### src/rtl/hadamard8_pipe.sv
// -----------------------------------------------------------------------------
// hadamard8_pipe
//
// Pipelined 8-point 1-D Walsh-Hadamard transform stage. One 8-lane row vector is
// accepted per cycle. Each result is normalised by 1/8 and returned at BW bits
// with a valid flag and an end-of-block marker. The output feeds the transpose
// memory directly.
//
// Pipeline: S1 (distance-4 butterflies) -> S2 (distance 2) -> S3 (distance 1)
//           -> output stage (>>> 3, optional round + saturate). Latency 4 cycles.
//
// Build option:
//   HADAMARD_ROUND_EN  defined   : o = sat((y + 4) >>> 3), round-half-up
//                      undefined : o = y >>> 3, floor (always fits in BW bits)
//
// Ports:
//   i_clk     in   1      clock, rising edge
//   i_Reset   in   1      synchronous active-high reset
//   i_data    in   8*BW   input vector, lane k = i_data[(8-k)*BW-1 -: BW]
//   i_enable  in   1      input valid
//   o_data    out  8*BW   transformed vector, same lane packing
//   o_en      out  1      output valid
//   o_last    out  1      valid output carrying row 7 of an 8-row block
// -----------------------------------------------------------------------------
module hadamard8_pipe #(
  parameter int BW = 12
) (
  input  logic            i_clk,
  input  logic            i_Reset,
  input  logic [8*BW-1:0] i_data,
  input  logic            i_enable,
  output logic [8*BW-1:0] o_data,
  output logic            o_en,
  output logic            o_last
);

  logic signed [BW-1:0] x    [8];
  logic signed [BW:0]   s1_d [8];
  logic signed [BW:0]   s1   [8];
  logic signed [BW+1:0] s2_d [8];
  logic signed [BW+1:0] s2   [8];
  logic signed [BW+2:0] s3_d [8];
  logic signed [BW+2:0] s3   [8];
  logic [BW-1:0]        res  [8];
  logic [3:0]           vld;
  logic [2:0]           blk_cnt;

  // The three fractional bits dropped by the normalising shift.
  logic [23:0]          low_bits;
  logic                 unused_low;

`ifdef HADAMARD_ROUND_EN
  logic [BW+3:0]        yr [8];
  logic [BW:0]          yt [8];
`endif

  // Input lane unpacking: lane 0 is the MSB slice.
  always_comb begin
    for (int k = 0; k < 8; k++) begin
      x[k] = i_data[(8-k)*BW-1 -: BW];
    end
  end

  // S1: distance-4 butterflies, BW+1 bits.
  always_comb begin
    for (int i = 0; i < 8; i++) begin
      s1_d[i] = '0;
    end
    for (int i = 0; i < 4; i++) begin
      s1_d[i]   = {x[i][BW-1], x[i]} + {x[i+4][BW-1], x[i+4]};
      s1_d[i+4] = {x[i][BW-1], x[i]} - {x[i+4][BW-1], x[i+4]};
    end
  end

  // S2: distance-2 butterflies inside each half, BW+2 bits.
  always_comb begin
    for (int i = 0; i < 8; i++) begin
      s2_d[i] = '0;
    end
    for (int b = 0; b < 8; b += 4) begin
      for (int i = 0; i < 2; i++) begin
        s2_d[b+i]   = {s1[b+i][BW], s1[b+i]} + {s1[b+i+2][BW], s1[b+i+2]};
        s2_d[b+i+2] = {s1[b+i][BW], s1[b+i]} - {s1[b+i+2][BW], s1[b+i+2]};
      end
    end
  end

  // S3: distance-1 butterflies on adjacent pairs, BW+3 bits. The in-place
  // ordering of the three stages leaves the result in natural Hadamard order.
  always_comb begin
    for (int i = 0; i < 8; i++) begin
      s3_d[i] = '0;
    end
    for (int p = 0; p < 8; p += 2) begin
      s3_d[p]   = {s2[p][BW+1], s2[p]} + {s2[p+1][BW+1], s2[p+1]};
      s3_d[p+1] = {s2[p][BW+1], s2[p]} - {s2[p+1][BW+1], s2[p+1]};
    end
  end

  // Output normalisation.
`ifdef HADAMARD_ROUND_EN
  always_comb begin
    low_bits = '0;
    for (int j = 0; j < 8; j++) begin
      yr[j] = {s3[j][BW+2], s3[j]} + (BW+4)'(4);
      yt[j] = yr[j][BW+3:3];
      low_bits[j*3 +: 3] = yr[j][2:0];
      // Only +2^(BW-1) can overflow; the two top bits disagree exactly then.
      if (yt[j][BW] != yt[j][BW-1]) begin
        res[j] = yt[j][BW] ? {1'b1, {(BW-1){1'b0}}} : {1'b0, {(BW-1){1'b1}}};
      end else begin
        res[j] = yt[j][BW-1:0];
      end
    end
  end
`else
  always_comb begin
    low_bits = '0;
    for (int j = 0; j < 8; j++) begin
      res[j] = s3[j][BW+2:3];
      low_bits[j*3 +: 3] = s3[j][2:0];
    end
  end
`endif

  assign unused_low = ^low_bits;

  // Data registers hold when their stage's valid-in is low, so o_data keeps the
  // last result through bubbles.
  always_ff @(posedge i_clk) begin
    if (i_Reset) begin
      vld     <= '0;
      blk_cnt <= '0;
      o_data  <= '0;
      for (int i = 0; i < 8; i++) begin
        s1[i] <= '0;
        s2[i] <= '0;
        s3[i] <= '0;
      end
    end else begin
      vld <= {vld[2:0], i_enable};
      if (i_enable) begin
        for (int i = 0; i < 8; i++) s1[i] <= s1_d[i];
      end
      if (vld[0]) begin
        for (int i = 0; i < 8; i++) s2[i] <= s2_d[i];
      end
      if (vld[1]) begin
        for (int i = 0; i < 8; i++) s3[i] <= s3_d[i];
      end
      if (vld[2]) begin
        for (int j = 0; j < 8; j++) o_data[(8-j)*BW-1 -: BW] <= res[j];
      end
      if (vld[3]) begin
        blk_cnt <= blk_cnt + 3'd1;
      end
    end
  end

  assign o_en   = vld[3];
  assign o_last = vld[3] && (blk_cnt == 3'd7);

endmodule

### config.mk
export PLATFORM = sky130hd
export DESIGN_NAME = hadamard8_pipe
export DESIGN_NICKNAME = d
export VERILOG_FILES = /design/src/rtl/hadamard8_pipe.sv
export SDC_FILE = /design/constraint.sdc
export NUM_CORES = 1
export LEC_CHECK = 0
export CAP_MARGIN = 15
export CORE_UTILIZATION = 42
export DETAILED_ROUTE_END_ITERATION = 16
export PLACE_DENSITY = 0.57
export SYNTH_ARGS = -nofsm -noshare
export SYNTH_HDL_FRONTEND = slang
export SYNTH_SLANG_ARGS = --single-unit
export TNS_END_PERCENT = 1
### constraint.sdc
create_clock -name i_clk -period 3.5 [get_ports i_clk]
set_input_delay 0.525 -clock i_clk [delete_from_list [all_inputs] [get_ports i_clk]]
set_output_delay 0.525 -clock i_clk [all_outputs]
set_load 0.005 [all_outputs]
==> impl_metrics.ini <==
[yosys]
ys_seq_area_share_pct = 40.4
synth_cell_types = 75
ys_ff_latch = 411
synth-main-ff-cell = edfxtp_1
synth.net_count = 3382
ys_async_sr_fraction_pct = 0
ys_warn_count = 0
avgSynthCellArea_sq_um = 9.46
synth_area_sq_mm = 0.0280
synth_edf_count = 308
syn_inst = 2961

[layout]
fin_nets = 3520
fillers = 6097
syn_to_final_growth_pct = 15.7
multi_input_area_sq_mm = 0.0151
fin_cells = 4000
seqCellArea_sq_mm = 0.0113
final_cell_area_sq_mm = 0.0324
num_antenna_cells = 0
drive_gt1_share_pct = 4.53

[pwr]
leakagePower_nw = 13.3
p_per_area_mw_per_mm2 = 482
max-vdd-ir-drop_mv = 0.301

[setup_path]
cp-start-kind = flip-flop
worstPathArrival_ns = 3.27
crit_chain = inv_1, ha_1, inv_1, fa_1, a211oi_1, o21bai_1, a2111oi_0, o31ai_1, xnor2_1, nor2_1
cp_common_cell = inv_1
required_ns = 3.81
critical_path_class = flip-flop to flip-flop
crit_path_end_kind = flip-flop
crit_fanout = 3
slowest_delay_ns = 0.51
crit_slowest_cell = a2111oi_0

[grt]
grt_pass1_vias = 21000
grt_usage_pct = 21.9
grt_pass1_wl_um = 116000
grt_max_degree = 69
grt-ovfl-total = 0
antenna_found_initial = 1

[floorplanning]
chipHeight_um = 260
coreArea_sq_mm = 0.0659
io_pins = 197
start_util_pct = 42.5
die-area_sq_mm = 0.0677
die_x_um = 260
row_count = 94

[clocking]
clock-sinks = 411
cts_buffers = 46
root_buffer = clkbuf_16
htree_levels = 2
holdBufCountCts = 0
clk_pin_slew_ns = 0.06
post_cts_buffers = 0
clock_path_buffers = 3
tritoncts = built
cts_repair_resize_count = 0
clock_latency_ns = 0.58

[timing]
clock_skew_ns = 0.0143
drv_slew = 0
hold_viol_final = 0
fmax_mhz = 338
setup_ws_ns = 0.540
setup_viol = 0
min_period_ns = 2.96
setup_tns_ns = 0
rsz0062_at_grt = false
relSlewSlack_pct = 38.3
min_period_over_period_pct = 84.6
tightest_slew_ns = 0.915

[status]
outcome = completed

[place]
placedCellCount = 3915
place_area_sq_mm = 0.0308
dp_slack_ns = 0.245
globalplace.congestion = 0.930
portBuffers = 196
hpwl_um = 59000

[flow_run]
maxCapViolCount = 0

[drt]
firstDrtPassIters = 5
vias_per_cell = 5.38
drtAntennaViolNets = 0
wl_per_cell_um = 18.7
drt_iter0_markers = 1201
vias = 21500
remaining_drc_errors = 0
routed_wl_um = 74800

[hold_path]
hold_class = primary input to flip-flop
[registers in the layout, summed over array words and instances (netlist names)]
signal,cells
o_data,96
vld,4
s2,110
blk_cnt,3
s3,96
s1,102
[layout make-up]
cell class,instances,share of cell area (%)
Inverter,290,3.36
Clock inverter,20,0.583
Tap cell,864,3.34
Sequential cell,411,34.9
Clock buffer,65,4.22
Timing Repair Buffer,223,6.96
Multi-Input combinational cell,2127,46.6
[placed cells by master (no fill, tap or decap), types with 25 or more instances in the layout]
master           Yosys  final
inv_1              287    287
ha_1               306    306
dfxtp_1            103    102
edfxtp_1           308    308
nor2_1             402    402
a21o_1              35     35
nand3_1             27     27
o21a_1              34     34
xnor2_1            110    110
a21oi_1            215    215
nor2b_1             50     50
nand2b_1            47     47
nand2_1            115    112
mux2i_1            123    123
or3_1               35     35
nor3_1              75     75
clkdlybuf4s50_1      0    195
o21ai_0            122    122
o21bai_1            29     29
and2_1              25     25
a211oi_1            43     43
clkbuf_16            0     50
[per-layer routing]
layer | global-route usage [%] | vias up | routed length [um]
met5 | 0 | - | 13
met3 | 3.25 | 101 | 3910
li1 | - | 10700 | -
met1 | 30.9 | 10100 | 35900
met2 | 34.7 | 545 | 33000
met4 | 6.42 | 2 | 2020
[power by group]
group / internal, mW / leakage [nW] / switching [mW] / total, mW
Sequential: 5.78 / 4.16 / 0.342 / 6.12
Clock: 2.89 / 0.764 / 1.98 / 4.87
Combinational: 1.87 / 8.41 / 2.76 / 4.63
Total: 10.5 / 13.3 / 5.08 / 15.6
[path summary, 6_finish.rpt]
check	from	to	slack, ns	depth (start not counted)
worst min register to register	s3[0][9]	o_data[90]	0.48	2
worst max register to register	s1[0][65]	s2[1][52]	0.54	10
worst max-delay path	s1[0][65]	s2[1][52]	0.54	10
worst min-delay path	i_Reset	s3[1][33]	0.35	2
[worst max-delay path, delay by kind of cell, from the launching register on]
family	cells	cell delay, ns
fa+ha+maj	2	0.62
xor+xnor	1	0.17
simple gates	1	0.05
buf+inv	2	0.25
flops	1	0.41
compound gates	4	1.20
[Yosys cell counts (11+ instances only)]
cell,number,area (sq um)
xor2_1,24,210
a31oi_1,19,119
dfxtp_1,103,2060
a211oi_1,43,323
and3_1,16,100
nand2_1,115,432
o21a_1,34,255
buf_1,17,63.8
nor2_1,402,1510
a21oi_1,215,1080
xnor2_1,110,963
nor4_1,17,106
nand2b_1,47,294
o31ai_1,19,143
mux2i_1,123,1230
nor2b_1,50,313
a2111oi_0,11,96.3
a21o_1,35,263
nand3_1,27,135
o21bai_1,29,218
or3_1,35,219
nor3_1,75,375
fa_1,16,320
o211ai_1,17,128
o31a_1,16,140
o41ai_1,12,105
inv_1,287,1080
edfxtp_1,308,9250
and2_1,25,156
ha_1,306,3830
clkbuf_1,107,402
o21ai_0,122,611
or2_2,15,93.8
[cells by family (layout without fill, tap and decap cells)]
logic type               count (synthesis)  count (layout)  share of synthesized area, %
AO/OA/AOI/OAI                          669             669                          15.5
buffers and inverters                  423             598                          5.73
multiplexers                           129             129                          4.64
XOR/XNOR                               134             134                          4.19
AND/OR/NAND/NOR                        873             873                          14.7
flip-flops                             411             411                          40.4
adder cells (fa/ha/maj)                322             322                          14.8
[through the flow]
stage	hold WS [ns]	util [%]	power [mW]
final	0.351	49.2	15.6
after CTS	0.317	49.2	15.8
after global placement	0.464	46.8	10.8
after global routing	0.334	49.2	16.5
after floorplan	0.456	-	9.38
after detailed placement	0.470	46.8	10.8
Note: power is estimated with default switching activity, not from simulation.
